### config.mk
export PLATFORM = sky130hd
export DESIGN_NAME = vrf_addr_gen_flat
export DESIGN_NICKNAME = d
export VERILOG_FILES = /design/src/rtl/vrf_addr_gen_pkg.sv /design/src/rtl/vrf_addr_gen_if.sv /design/src/rtl/vrf_addr_gen_elem_cnt.sv /design/src/rtl/vrf_addr_gen.sv /design/src/flat_wrapper.sv
export SDC_FILE = /design/constraint.sdc
export NUM_CORES = 1
export LEC_CHECK = 0
export ABC_CLOCK_PERIOD_IN_PS = 6850
export CORE_MARGIN = 8
export CORE_UTILIZATION = 49
export CTS_CLUSTER_SIZE = 28
export DETAILED_ROUTE_END_ITERATION = 16
export PLACE_DENSITY_LB_ADDON = 0.3
export SLEW_MARGIN = 20
export SYNTH_ARGS = -nofsm -noshare
export SYNTH_HDL_FRONTEND = slang
export SYNTH_SLANG_ARGS = --single-unit
export TNS_END_PERCENT = 10
### constraint.sdc
create_clock -name clk_i -period 6.85 [get_ports clk_i]
set_input_delay 1.37 -clock clk_i [delete_from_list [all_inputs] [get_ports clk_i]]
set_output_delay 1.37 -clock clk_i [all_outputs]
set_load 0.02 [all_outputs]
### src/rtl/vrf_addr_gen_pkg.sv
// vrf_addr_pkg: shared types and helpers for the per-lane VRF address generator.
//   sew_e   : element width encoding (8/16/32 bit, 11 illegal)
//   dir_e   : traversal direction (1 = ascending, 0 = descending)
//   state_e : controller states
//   epr()   : elements held by one vector register in one lane for a given SEW
package vrf_addr_pkg;

  typedef enum logic [1:0] {
    SEW8    = 2'b00,
    SEW16   = 2'b01,
    SEW32   = 2'b10,
    SEW_ILL = 2'b11
  } sew_e;

  typedef enum logic {
    DIR_DOWN = 1'b0,
    DIR_UP   = 1'b1
  } dir_e;

  typedef enum logic {
    IDLE = 1'b0,
    RUN  = 1'b1
  } state_e;

  // Elements per register: each 32-bit row holds 4/2/1 elements at SEW 8/16/32.
  // The illegal encoding falls back to one element per row so that derived
  // limits never underflow; the controller never walks with it.
  function automatic int unsigned epr(input logic [1:0] sew, input int unsigned vloc);
    int unsigned n;
    case (sew)
      2'b00:   n = vloc << 2;
      2'b01:   n = vloc << 1;
      2'b10:   n = vloc;
      default: n = vloc;
    endcase
    return n;
  endfunction

endpackage

### src/rtl/vrf_addr_gen_if.sv
// vrf_addr_gen_if: address stream from the generator toward the lane VRF port.
//   valid_o    : payload valid (driven by master)
//   ready_i    : downstream accept (driven by slave)
//   addr_o     : VRF row address
//   byte_sel_o : byte offset of the element inside the row
//   last_o     : final beat of the operation
interface vrf_addr_gen_if #(
  parameter int AW = 9
);
  logic          valid_o;
  logic          ready_i;
  logic [AW-1:0] addr_o;
  logic [1:0]    byte_sel_o;
  logic          last_o;

  modport master (
    output valid_o, addr_o, byte_sel_o, last_o,
    input  ready_i
  );

  modport slave (
    input  valid_o, addr_o, byte_sel_o, last_o,
    output ready_i
  );
endinterface

### src/rtl/vrf_addr_gen_elem_cnt.sv
// vrf_elem_cnt: register/element index counter for walking a register group.
//   clk_i, rst_i : clock, synchronous active-high reset
//   load         : start a new walk (up: r=0,e=0; down: r=lmul,e=EPR-1)
//   advance      : step to the next element in direction dir
//   dir, sew     : traversal direction and element width in effect
//   lmul         : group size minus 1 (used on load only)
//   r, e         : index of the beat being prepared this cycle; equals the
//                  stored position unless load/advance is active, so the
//                  caller can register a payload in the same cycle
module vrf_elem_cnt
  import vrf_addr_pkg::*;
#(
  parameter int VREG_LOC_PER_LANE = 8,
  parameter int MAX_LMUL          = 8,
  parameter int LW                = $clog2(MAX_LMUL),
  parameter int EW                = $clog2(VREG_LOC_PER_LANE * 4)
) (
  input  logic          clk_i,
  input  logic          rst_i,
  input  logic          load,
  input  logic          advance,
  input  logic          dir,
  input  logic [1:0]    sew,
  input  logic [LW-1:0] lmul,
  output logic [LW-1:0] r,
  output logic [EW-1:0] e
);

  logic [LW-1:0] r_r;
  logic [EW-1:0] e_r;
  logic [EW-1:0] e_max_s;

  assign e_max_s = EW'(epr(sew, VREG_LOC_PER_LANE) - 32'd1);

  // Next index: load has priority, then a single step with row wrap.
  always_comb begin
    r = r_r;
    e = e_r;
    if (load) begin
      if (dir == DIR_UP) begin
        r = {LW{1'b0}};
        e = {EW{1'b0}};
      end else begin
        r = lmul;
        e = e_max_s;
      end
    end else if (advance) begin
      if (dir == DIR_UP) begin
        if (e_r == e_max_s) begin
          e = {EW{1'b0}};
          r = r_r + LW'(1);
        end else begin
          e = e_r + EW'(1);
          r = r_r;
        end
      end else begin
        if (e_r == {EW{1'b0}}) begin
          e = e_max_s;
          r = r_r - LW'(1);
        end else begin
          e = e_r - EW'(1);
          r = r_r;
        end
      end
    end else begin
      r = r_r;
      e = e_r;
    end
  end

  // Position register.
  always_ff @(posedge clk_i) begin
    if (rst_i) begin
      r_r <= {LW{1'b0}};
      e_r <= {EW{1'b0}};
    end else begin
      r_r <= r;
      e_r <= e;
    end
  end

endmodule

### src/rtl/vrf_addr_gen.sv
// vrf_addr_gen: per-lane VRF address generator.
//   clk_i, rst_i   : clock, synchronous active-high reset
//   start_i        : launch (sampled in IDLE only)
//   start_addr_i   : per-register base rows, register k at [k*AW +: AW]
//   lmul_i         : group size minus 1
//   sew_i          : 00=8b 01=16b 10=32b 11=illegal
//   dir_i          : 1=up, 0=down
//   slide_offset_i : row offset added to every address (low AW bits used)
//   el_count_i     : elements to emit (clipped to group capacity)
//   vrf_if         : valid/ready address stream (master side)
//   busy_o         : high while walking
//   done_o         : one-cycle completion pulse
//   err_o          : one-cycle pulse on illegal sew
module vrf_addr_gen
  import vrf_addr_pkg::*;
#(
  parameter int MEM_DEPTH         = 512,
  parameter int VREG_LOC_PER_LANE = 8,
  parameter int VLANE_NUM         = 8,
  parameter int MAX_LMUL          = 8,
  parameter int AW                = $clog2(MEM_DEPTH),
  parameter int LW                = $clog2(MAX_LMUL),
  parameter int CNT_W             = $clog2(MAX_LMUL * VREG_LOC_PER_LANE * 4) + 1,
  parameter int SW                = 32 - $clog2(VLANE_NUM * 4),
  parameter int EW                = $clog2(VREG_LOC_PER_LANE * 4)
) (
  input  logic                   clk_i,
  input  logic                   rst_i,
  input  logic                   start_i,
  input  logic [MAX_LMUL*AW-1:0] start_addr_i,
  input  logic [LW-1:0]          lmul_i,
  input  logic [1:0]             sew_i,
  input  logic                   dir_i,
  input  logic [SW-1:0]          slide_offset_i,
  input  logic [CNT_W-1:0]       el_count_i,
  vrf_addr_gen_if.master         vrf_if,
  output logic                   busy_o,
  output logic                   done_o,
  output logic                   err_o
);

  localparam logic [0:0] ST_IDLE = IDLE;
  localparam logic [0:0] ST_RUN  = RUN;

  logic [0:0]             state_r;
  logic [MAX_LMUL*AW-1:0] start_addr_r;
  logic [LW-1:0]          lmul_r;
  logic [1:0]             sew_r;
  logic                   dir_r;
  logic [AW-1:0]          slide_r;
  logic [CNT_W-1:0]       limit_r;
  logic [CNT_W-1:0]       emit_r;
  logic                   valid_r;
  logic [AW-1:0]          addr_r;
  logic [1:0]             byte_sel_r;
  logic                   last_r;
  logic                   done_r;
  logic                   err_r;

  logic                   ld_s;
  logic                   xfer_s;
  logic                   adv_s;
  logic [CNT_W-1:0]       cap_s;
  logic [CNT_W-1:0]       lim_s;
  logic [CNT_W-1:0]       lim_cur_s;
  logic [CNT_W-1:0]       emit_nxt_s;
  logic                   last_nxt_s;
  logic [MAX_LMUL*AW-1:0] cfg_start_addr_s;
  logic [LW-1:0]          cfg_lmul_s;
  logic [1:0]             cfg_sew_s;
  logic                   cfg_dir_s;
  logic [AW-1:0]          cfg_slide_s;
  logic [AW-1:0]          base_arr_s [MAX_LMUL];
  logic [LW-1:0]          r_s;
  logic [EW-1:0]          e_s;
  logic [AW-1:0]          row_off_s;
  logic [AW-1:0]          addr_nxt_s;
  logic [1:0]             bsel_nxt_s;
  logic                   unused_slide_s;

  // Upper slide bits address other lanes' rows and do not affect this lane.
  assign unused_slide_s = ^slide_offset_i[SW-1:AW];

  assign ld_s   = (state_r == ST_IDLE) && start_i && (sew_i != SEW_ILL)
                  && (el_count_i != CNT_W'(0));
  assign xfer_s = (state_r == ST_RUN) && valid_r && vrf_if.ready_i;
  assign adv_s  = xfer_s && !last_r;

  // On launch the live inputs steer the first beat; afterwards the latched copy.
  assign cfg_start_addr_s = ld_s ? start_addr_i                : start_addr_r;
  assign cfg_lmul_s       = ld_s ? lmul_i                      : lmul_r;
  assign cfg_sew_s        = ld_s ? sew_i                       : sew_r;
  assign cfg_dir_s        = ld_s ? dir_i                       : dir_r;
  assign cfg_slide_s      = ld_s ? slide_offset_i[AW-1:0]      : slide_r;

  // Element limit: requested count clipped to the group capacity.
  always_comb begin
    cap_s = CNT_W'((32'(lmul_i) + 32'd1) * epr(sew_i, VREG_LOC_PER_LANE));
    if (el_count_i < cap_s) begin
      lim_s = el_count_i;
    end else begin
      lim_s = cap_s;
    end
    lim_cur_s = ld_s ? lim_s : limit_r;
  end

  // Emitted-beat count for the beat being prepared and its last flag.
  always_comb begin
    if (ld_s) begin
      emit_nxt_s = CNT_W'(0);
    end else if (adv_s) begin
      emit_nxt_s = emit_r + CNT_W'(1);
    end else begin
      emit_nxt_s = emit_r;
    end
    last_nxt_s = (emit_nxt_s == (lim_cur_s - CNT_W'(1)));
  end

  // Unpack the per-register base rows.
  always_comb begin
    for (int k = 0; k < MAX_LMUL; k++) begin
      base_arr_s[k] = cfg_start_addr_s[k*AW +: AW];
    end
  end

  vrf_elem_cnt #(
    .VREG_LOC_PER_LANE (VREG_LOC_PER_LANE),
    .MAX_LMUL          (MAX_LMUL),
    .LW                (LW),
    .EW                (EW)
  ) u_elem_cnt (
    .clk_i   (clk_i),
    .rst_i   (rst_i),
    .load    (ld_s),
    .advance (adv_s),
    .dir     (cfg_dir_s),
    .sew     (cfg_sew_s),
    .lmul    (cfg_lmul_s),
    .r       (r_s),
    .e       (e_s)
  );

  // Row within the register and byte lane of the element for the current SEW.
  always_comb begin
    row_off_s  = {AW{1'b0}};
    bsel_nxt_s = 2'b00;
    case (cfg_sew_s)
      SEW8: begin
        row_off_s  = AW'(e_s >> 2'd2);
        bsel_nxt_s = e_s[1:0];
      end
      SEW16: begin
        row_off_s  = AW'(e_s >> 2'd1);
        bsel_nxt_s = {e_s[0], 1'b0};
      end
      SEW32: begin
        row_off_s  = AW'(e_s);
        bsel_nxt_s = 2'b00;
      end
      default: begin
        row_off_s  = AW'(e_s);
        bsel_nxt_s = 2'b00;
      end
    endcase
  end

  // Sum wraps modulo MEM_DEPTH by truncation to AW bits.
  assign addr_nxt_s = base_arr_s[r_s] + row_off_s + cfg_slide_s;

  // Controller: launch decisions, completion and error pulses.
  always_ff @(posedge clk_i) begin
    if (rst_i) begin
      state_r <= ST_IDLE;
      valid_r <= 1'b0;
      done_r  <= 1'b0;
      err_r   <= 1'b0;
    end else begin
      done_r <= 1'b0;
      err_r  <= 1'b0;
      case (state_r)
        ST_IDLE: begin
          if (start_i) begin
            if (sew_i == SEW_ILL) begin
              err_r  <= 1'b1;
              done_r <= 1'b1;
            end else if (el_count_i == CNT_W'(0)) begin
              done_r <= 1'b1;
            end else begin
              state_r <= ST_RUN;
              valid_r <= 1'b1;
            end
          end
        end
        ST_RUN: begin
          if (xfer_s && last_r) begin
            state_r <= ST_IDLE;
            valid_r <= 1'b0;
            done_r  <= 1'b1;
          end
        end
        default: begin
          state_r <= ST_IDLE;
          valid_r <= 1'b0;
        end
      endcase
    end
  end

  // Configuration snapshot taken at launch; later input changes are ignored.
  always_ff @(posedge clk_i) begin
    if (rst_i) begin
      start_addr_r <= {(MAX_LMUL*AW){1'b0}};
      lmul_r       <= {LW{1'b0}};
      sew_r        <= 2'b00;
      dir_r        <= 1'b0;
      slide_r      <= {AW{1'b0}};
      limit_r      <= {CNT_W{1'b0}};
    end else if (ld_s) begin
      start_addr_r <= start_addr_i;
      lmul_r       <= lmul_i;
      sew_r        <= sew_i;
      dir_r        <= dir_i;
      slide_r      <= slide_offset_i[AW-1:0];
      limit_r      <= lim_s;
    end
  end

  // Payload register: only moves on launch or accepted beat, so it holds under backpressure.
  always_ff @(posedge clk_i) begin
    if (rst_i) begin
      emit_r     <= {CNT_W{1'b0}};
      addr_r     <= {AW{1'b0}};
      byte_sel_r <= 2'b00;
      last_r     <= 1'b0;
    end else if (ld_s || adv_s) begin
      emit_r     <= emit_nxt_s;
      addr_r     <= addr_nxt_s;
      byte_sel_r <= bsel_nxt_s;
      last_r     <= last_nxt_s;
    end
  end

  assign vrf_if.valid_o    = valid_r;
  assign vrf_if.addr_o     = addr_r;
  assign vrf_if.byte_sel_o = byte_sel_r;
  assign vrf_if.last_o     = last_r;
  assign busy_o            = (state_r == ST_RUN);
  assign done_o            = done_r;
  assign err_o             = err_r;

endmodule

### src/flat_wrapper.sv
// flat-port wrapper written by rule: the top's interface ports become plain ports
module vrf_addr_gen_flat import vrf_addr_pkg::*;
#(
  parameter int MEM_DEPTH         = 512,
  parameter int VREG_LOC_PER_LANE = 8,
  parameter int VLANE_NUM         = 8,
  parameter int MAX_LMUL          = 8,
  parameter int AW                = $clog2(MEM_DEPTH),
  parameter int LW                = $clog2(MAX_LMUL),
  parameter int CNT_W             = $clog2(MAX_LMUL * VREG_LOC_PER_LANE * 4) + 1,
  parameter int SW                = 32 - $clog2(VLANE_NUM * 4),
  parameter int EW                = $clog2(VREG_LOC_PER_LANE * 4)
)
  (clk_i, rst_i, start_i, start_addr_i, lmul_i, sew_i, dir_i, slide_offset_i, el_count_i, busy_o, done_o, err_o, vrf_if_valid_o, vrf_if_addr_o, vrf_if_byte_sel_o, vrf_if_last_o, vrf_if_ready_i);
  vrf_addr_gen_if #(.AW(AW)) vrf_if_i ();
  input  logic clk_i;
  input  logic rst_i;
  input  logic start_i;
  input  logic [MAX_LMUL*AW-1:0] start_addr_i;
  input  logic [LW-1:0] lmul_i;
  input  logic [1:0] sew_i;
  input  logic dir_i;
  input  logic [SW-1:0] slide_offset_i;
  input  logic [CNT_W-1:0] el_count_i;
  output logic busy_o;
  output logic done_o;
  output logic err_o;
  output wire logic [$bits(vrf_if_i.valid_o)-1:0] vrf_if_valid_o;
  output wire logic [$bits(vrf_if_i.addr_o)-1:0] vrf_if_addr_o;
  output wire logic [$bits(vrf_if_i.byte_sel_o)-1:0] vrf_if_byte_sel_o;
  output wire logic [$bits(vrf_if_i.last_o)-1:0] vrf_if_last_o;
  input wire logic [$bits(vrf_if_i.ready_i)-1:0] vrf_if_ready_i;
  assign vrf_if_valid_o = vrf_if_i.valid_o;
  assign vrf_if_addr_o = vrf_if_i.addr_o;
  assign vrf_if_byte_sel_o = vrf_if_i.byte_sel_o;
  assign vrf_if_last_o = vrf_if_i.last_o;
  assign vrf_if_i.ready_i = vrf_if_ready_i;
  vrf_addr_gen #(.MEM_DEPTH(MEM_DEPTH), .VREG_LOC_PER_LANE(VREG_LOC_PER_LANE), .VLANE_NUM(VLANE_NUM), .MAX_LMUL(MAX_LMUL), .AW(AW), .LW(LW), .CNT_W(CNT_W), .SW(SW), .EW(EW)) u_core (.clk_i(clk_i), .rst_i(rst_i), .start_i(start_i), .start_addr_i(start_addr_i), .lmul_i(lmul_i), .sew_i(sew_i), .dir_i(dir_i), .slide_offset_i(slide_offset_i), .el_count_i(el_count_i), .vrf_if(vrf_if_i), .busy_o(busy_o), .done_o(done_o), .err_o(err_o));
endmodule
==> flow_metrics.env <==
export IMPL_status="finished clean"
export IMPL_synthTopCellsByCount="nand2_1 (276), dfxtp_1 (126), a21oi_1 (120)"
export IMPL_grt_start_max_net_pins=78
export IMPL_ant_nets=0
export IMPL_dp_slack_ns=-0.569
export IMPL_vias=8258
export IMPL_synth_area_sq_mm=0.00793
export IMPL_fin_crit_ns=6.69
export IMPL_area_growth_pct=35.9
export IMPL_syn_num_nets=1215
export IMPL_reg2reg_depth=26
export IMPL_ios=134
export IMPL_synth_area_leaders="dfxtp_1 (32%), nand2_1 (13%), a21oi_1 (7.6%)"
export IMPL_netlist_instances=1057
export IMPL_synth_top_area_cell="dfxtp_1"
export IMPL_min_to="u_core.vrf_if.addr_o[2]$_SDFFE_PP0P_"
export IMPL_cts_sinks=126
export IMPL_hp_class="reg -> reg"
export IMPL_r2r_start="u_core.busy_o$_SDFF_PP0_"
export IMPL_gr_total_overflow=0
export IMPL_ys_async_sr_fraction_pct=0
export IMPL_layout_drive_gt1_share_pct=16.7
export IMPL_syn_area_per_cell_sq_um=7.51
export IMPL_cts_clk_slew_worst_paths_ns=0.06
export IMPL_tritoncts="built"
export IMPL_drt_pre_antenna_iters=5
export IMPL_worstSetupPathType="in -> reg"
export IMPL_setup_worst_path_start_class="primary input"
export IMPL_ys_warn_count=0
export IMPL_post_drt_wl_per_cell_microns=16.8
export IMPL_die_h_microns=143
export IMPL_vias_per_cell=5.62
export IMPL_num_rows=46
export IMPL_placed_cells=1432
export IMPL_clk_latency_ns=0.43
export IMPL_antenna_found_initial=1
export IMPL_routabilityCongestion=0.913
export IMPL_synth_seq_cells=126
export IMPL_grt_pass1_wl_microns=38400
export IMPL_r2r_end="u_core.vrf_if.addr_o[8]$_SDFFE_PP0P_"
export IMPL_dieWidth_microns=143
export IMPL_synth_most_common_cell="nand2_1"
export IMPL_nNetsFinal=1399
export IMPL_fin_skew_ns=0.00872
export IMPL_place_hpwl_microns=17600
export IMPL_synth_top_cell_area_share_pct=31.8
export IMPL_worstMarginPinSlew_ns=1.09
export IMPL_maxCapViolations=0
export IMPL_cts_inserted_buffers=17
export IMPL_yosysSeqAreaShare_pct=31.8
export IMPL_wl_microns=24600
export IMPL_worst_ep_arrival_time_ns=6.97
export IMPL_clock_path_buffers=2
export IMPL_hold_buffers=0
export IMPL_track_usage_pct=23.4
export IMPL_crit_required_ns=7.13
export IMPL_grt_pass1_vias=7795
export IMPL_htreeDepth=4
export IMPL_worst_slack_ns=0.164
export IMPL_synth_ff_type="dfxtp_1"
export IMPL_fin_crit_sh_pct=97.6
export IMPL_hold_viol=0
export IMPL_synth_edf_count=0
export IMPL_r2r_slack_ns=1.22
export IMPL_insertedDiodeCount=0
export IMPL_end_kind="flip-flop"
export IMPL_first_iter_violations=707
export IMPL_max_freq_ghz=0.150
export IMPL_irDropWorstVdd_mv=0.197
export IMPL_p_leak_uw=0.00450
export IMPL_core_area_sq_mm=0.0159
export IMPL_drcViolationCount=0
export IMPL_port_buffers=115
export IMPL_stdcell_count=1469
export IMPL_start_util_pct=49.9
export IMPL_die_area_sq_mm=0.0205
export IMPL_clock_root_buffer="clkbuf_16"
export IMPL_hold_depth=2
export IMPL_synthDistinctLibCells=70
export IMPL_timing_slew_headroom_pct=26.9
export IMPL_maxSlewViolCount=0
export IMPL_powerDensity_mw_per_mm2=231
export IMPL_setup_violations=0
export IMPL_cp_max_fo=4
export IMPL_hold_path_startpoint="u_core.vrf_if.addr_o[2]$_SDFFE_PP0P_"
==> registers in the layout, indices dropped and copies added, names as in the netlist, 2 cells and up <==
name	flops
u_core.u_elem_cnt.e_r	5
u_core.limit_r	9
u_core.vrf_if.byte_sel_o	2
u_core.start_addr_r	72
u_core.slide_r	9
u_core.vrf_if.addr_o	9
u_core.emit_r	9
u_core.sew_r	2
u_core.u_elem_cnt.r_r	3
==> through the flow <==
stage | utilization (%) | hold WS (ns) | TNS (ns) | area, sq um | total power, uW
CTS | 66.2 | 0.451 | 0 | 10500 | 2440
finish | 67.9 | 0.447 | 0 | 10800 | 2490
detailed placement | 62.6 | 0.444 | -0.738 | 9940 | 1560
global placement | 62.6 | 0.438 | -0.529 | 9940 | 1550
floorplan | - | 0.432 | 0 | 7930 | 1250
global route | 67.9 | 0.466 | -0.0343 | 10800 | 2610
==> worst max-delay path: stages <==
cell and delay (ns):
clkdlybuf4s50_1 0.43, or3_1 0.50, o311ai_4 0.33, a21oi_2 0.11
nor3_1 0.19, buf_4 0.15, a211oi_4 0.04, nor2_2 0.18
xnor2_2 0.17, nand2_4 0.11, buf_4 0.15, buf_4 0.15
mux2i_1 0.17, a211oi_2 0.10, nor4_2 0.43, buf_4 0.19
fa_1 0.42, inv_2 0.09, ha_4 0.21, a21o_1 0.19
a21o_1 0.17, a21oi_2 0.19, o21ai_4 0.10, xor2_2 0.19
or3_1 0.39, o22ai_2 0.19, nor4_2 0.06
==> power breakdown <==
group          switching [uW]  internal, uW  leakage (uW)
Sequential               35.9           784       0.00103
Combinational             408           382       0.00319
Clock                     340           540      0.000276
==> repair_timing <==
item | CTS | global route
buffers inserted | 0 | 6
cloned | 0 | 0
pin swaps | 0 | 29
gates resized for setup | 2 | 44
endpoints found under the setup margin | 1 | 2
==> cells by family after synthesis <==
kind of cell	share of synthesized area, %
and+or+nand+nor	27.2
AOI/OAI and AO/OA	17.9
DFF	31.8
buffers and inverters	4.83
muxes	6.86
adders and majority gates	7.07
xor gates and xnor gates	4.40
==> worst max path at each step <==
| stage | depth (start not counted) | from | slack (ns) | to |
|---|---|---|---|---|
| global route | 28 | el_count_i[0] | -0.03 | u_core.vrf_if.addr_o[8]$_SDFFE_PP0P_ |
| floorplan | 24 | el_count_i[1] | 0.40 | u_core.vrf_if.addr_o[8]$_SDFFE_PP0P_ |
| finish | 27 | el_count_i[0] | 0.16 | u_core.vrf_if.addr_o[8]$_SDFFE_PP0P_ |
| detailed placement | 28 | el_count_i[1] | -0.57 | u_core.vrf_if.addr_o[8]$_SDFFE_PP0P_ |
| global placement | 28 | el_count_i[1] | -0.46 | u_core.vrf_if.addr_o[8]$_SDFFE_PP0P_ |
| CTS | 29 | el_count_i[1] | 0.01 | u_core.vrf_if.addr_o[8]$_SDFFE_PP0P_ |
==> metal layers <==
layer,vias to the layer above,global-route usage (%),part of all wire [%]
met4,2,8.52,2.8
met2,315,39.5,48
met5,-,0,0.053
met3,53,4.91,6.9
met1,3857,28.9,42
li1,4031,-,-
==> layout make-up <==
| class | instances | area [sq um] |
|---|---|---|
| clock buffer | 20 | 447 |
| clock inverter | 11 | 118 |
| fill | 1340 | 5100 |
| inverter | 25 | 93.8 |
| multi-input combinational | 839 | 5270 |
| sequential | 126 | 2520 |
| tap | 216 | 270 |
| timing repair buffer | 232 | 2060 |
==> placed cells by master (no fill, tap or decap), drive strengths merged, types with 5 or more instances in the layout <==
| cell type | netlist | final |
|---|---|---|
| mux2 | 19 | 19 |
| inv | 24 | 25 |
| fa | 8 | 8 |
| nand3 | 25 | 25 |
| nand4 | 8 | 8 |
| clkdlybuf4s50 | 0 | 110 |
| clkinv | 1 | 7 |
| or4 | 6 | 6 |
| and3 | 19 | 19 |
| nand2b | 6 | 6 |
| nand2 | 278 | 278 |
| nor2 | 77 | 77 |
| o221ai | 5 | 5 |
| clkbuf | 48 | 20 |
| ha | 32 | 32 |
| a211oi | 23 | 23 |
| xor2 | 14 | 14 |
| a21o | 10 | 10 |
| nor2b | 6 | 6 |
| o21ai | 12 | 12 |
| buf | 19 | 118 |
| xnor2 | 25 | 25 |
| dfxtp | 126 | 126 |
| mux2i | 33 | 33 |
| or2 | 8 | 8 |
| nor4 | 13 | 13 |
| nor3 | 18 | 18 |
| o211ai | 24 | 24 |
| a31oi | 5 | 5 |
| a21oi | 121 | 121 |
Power figures use the tool's default switching activity.
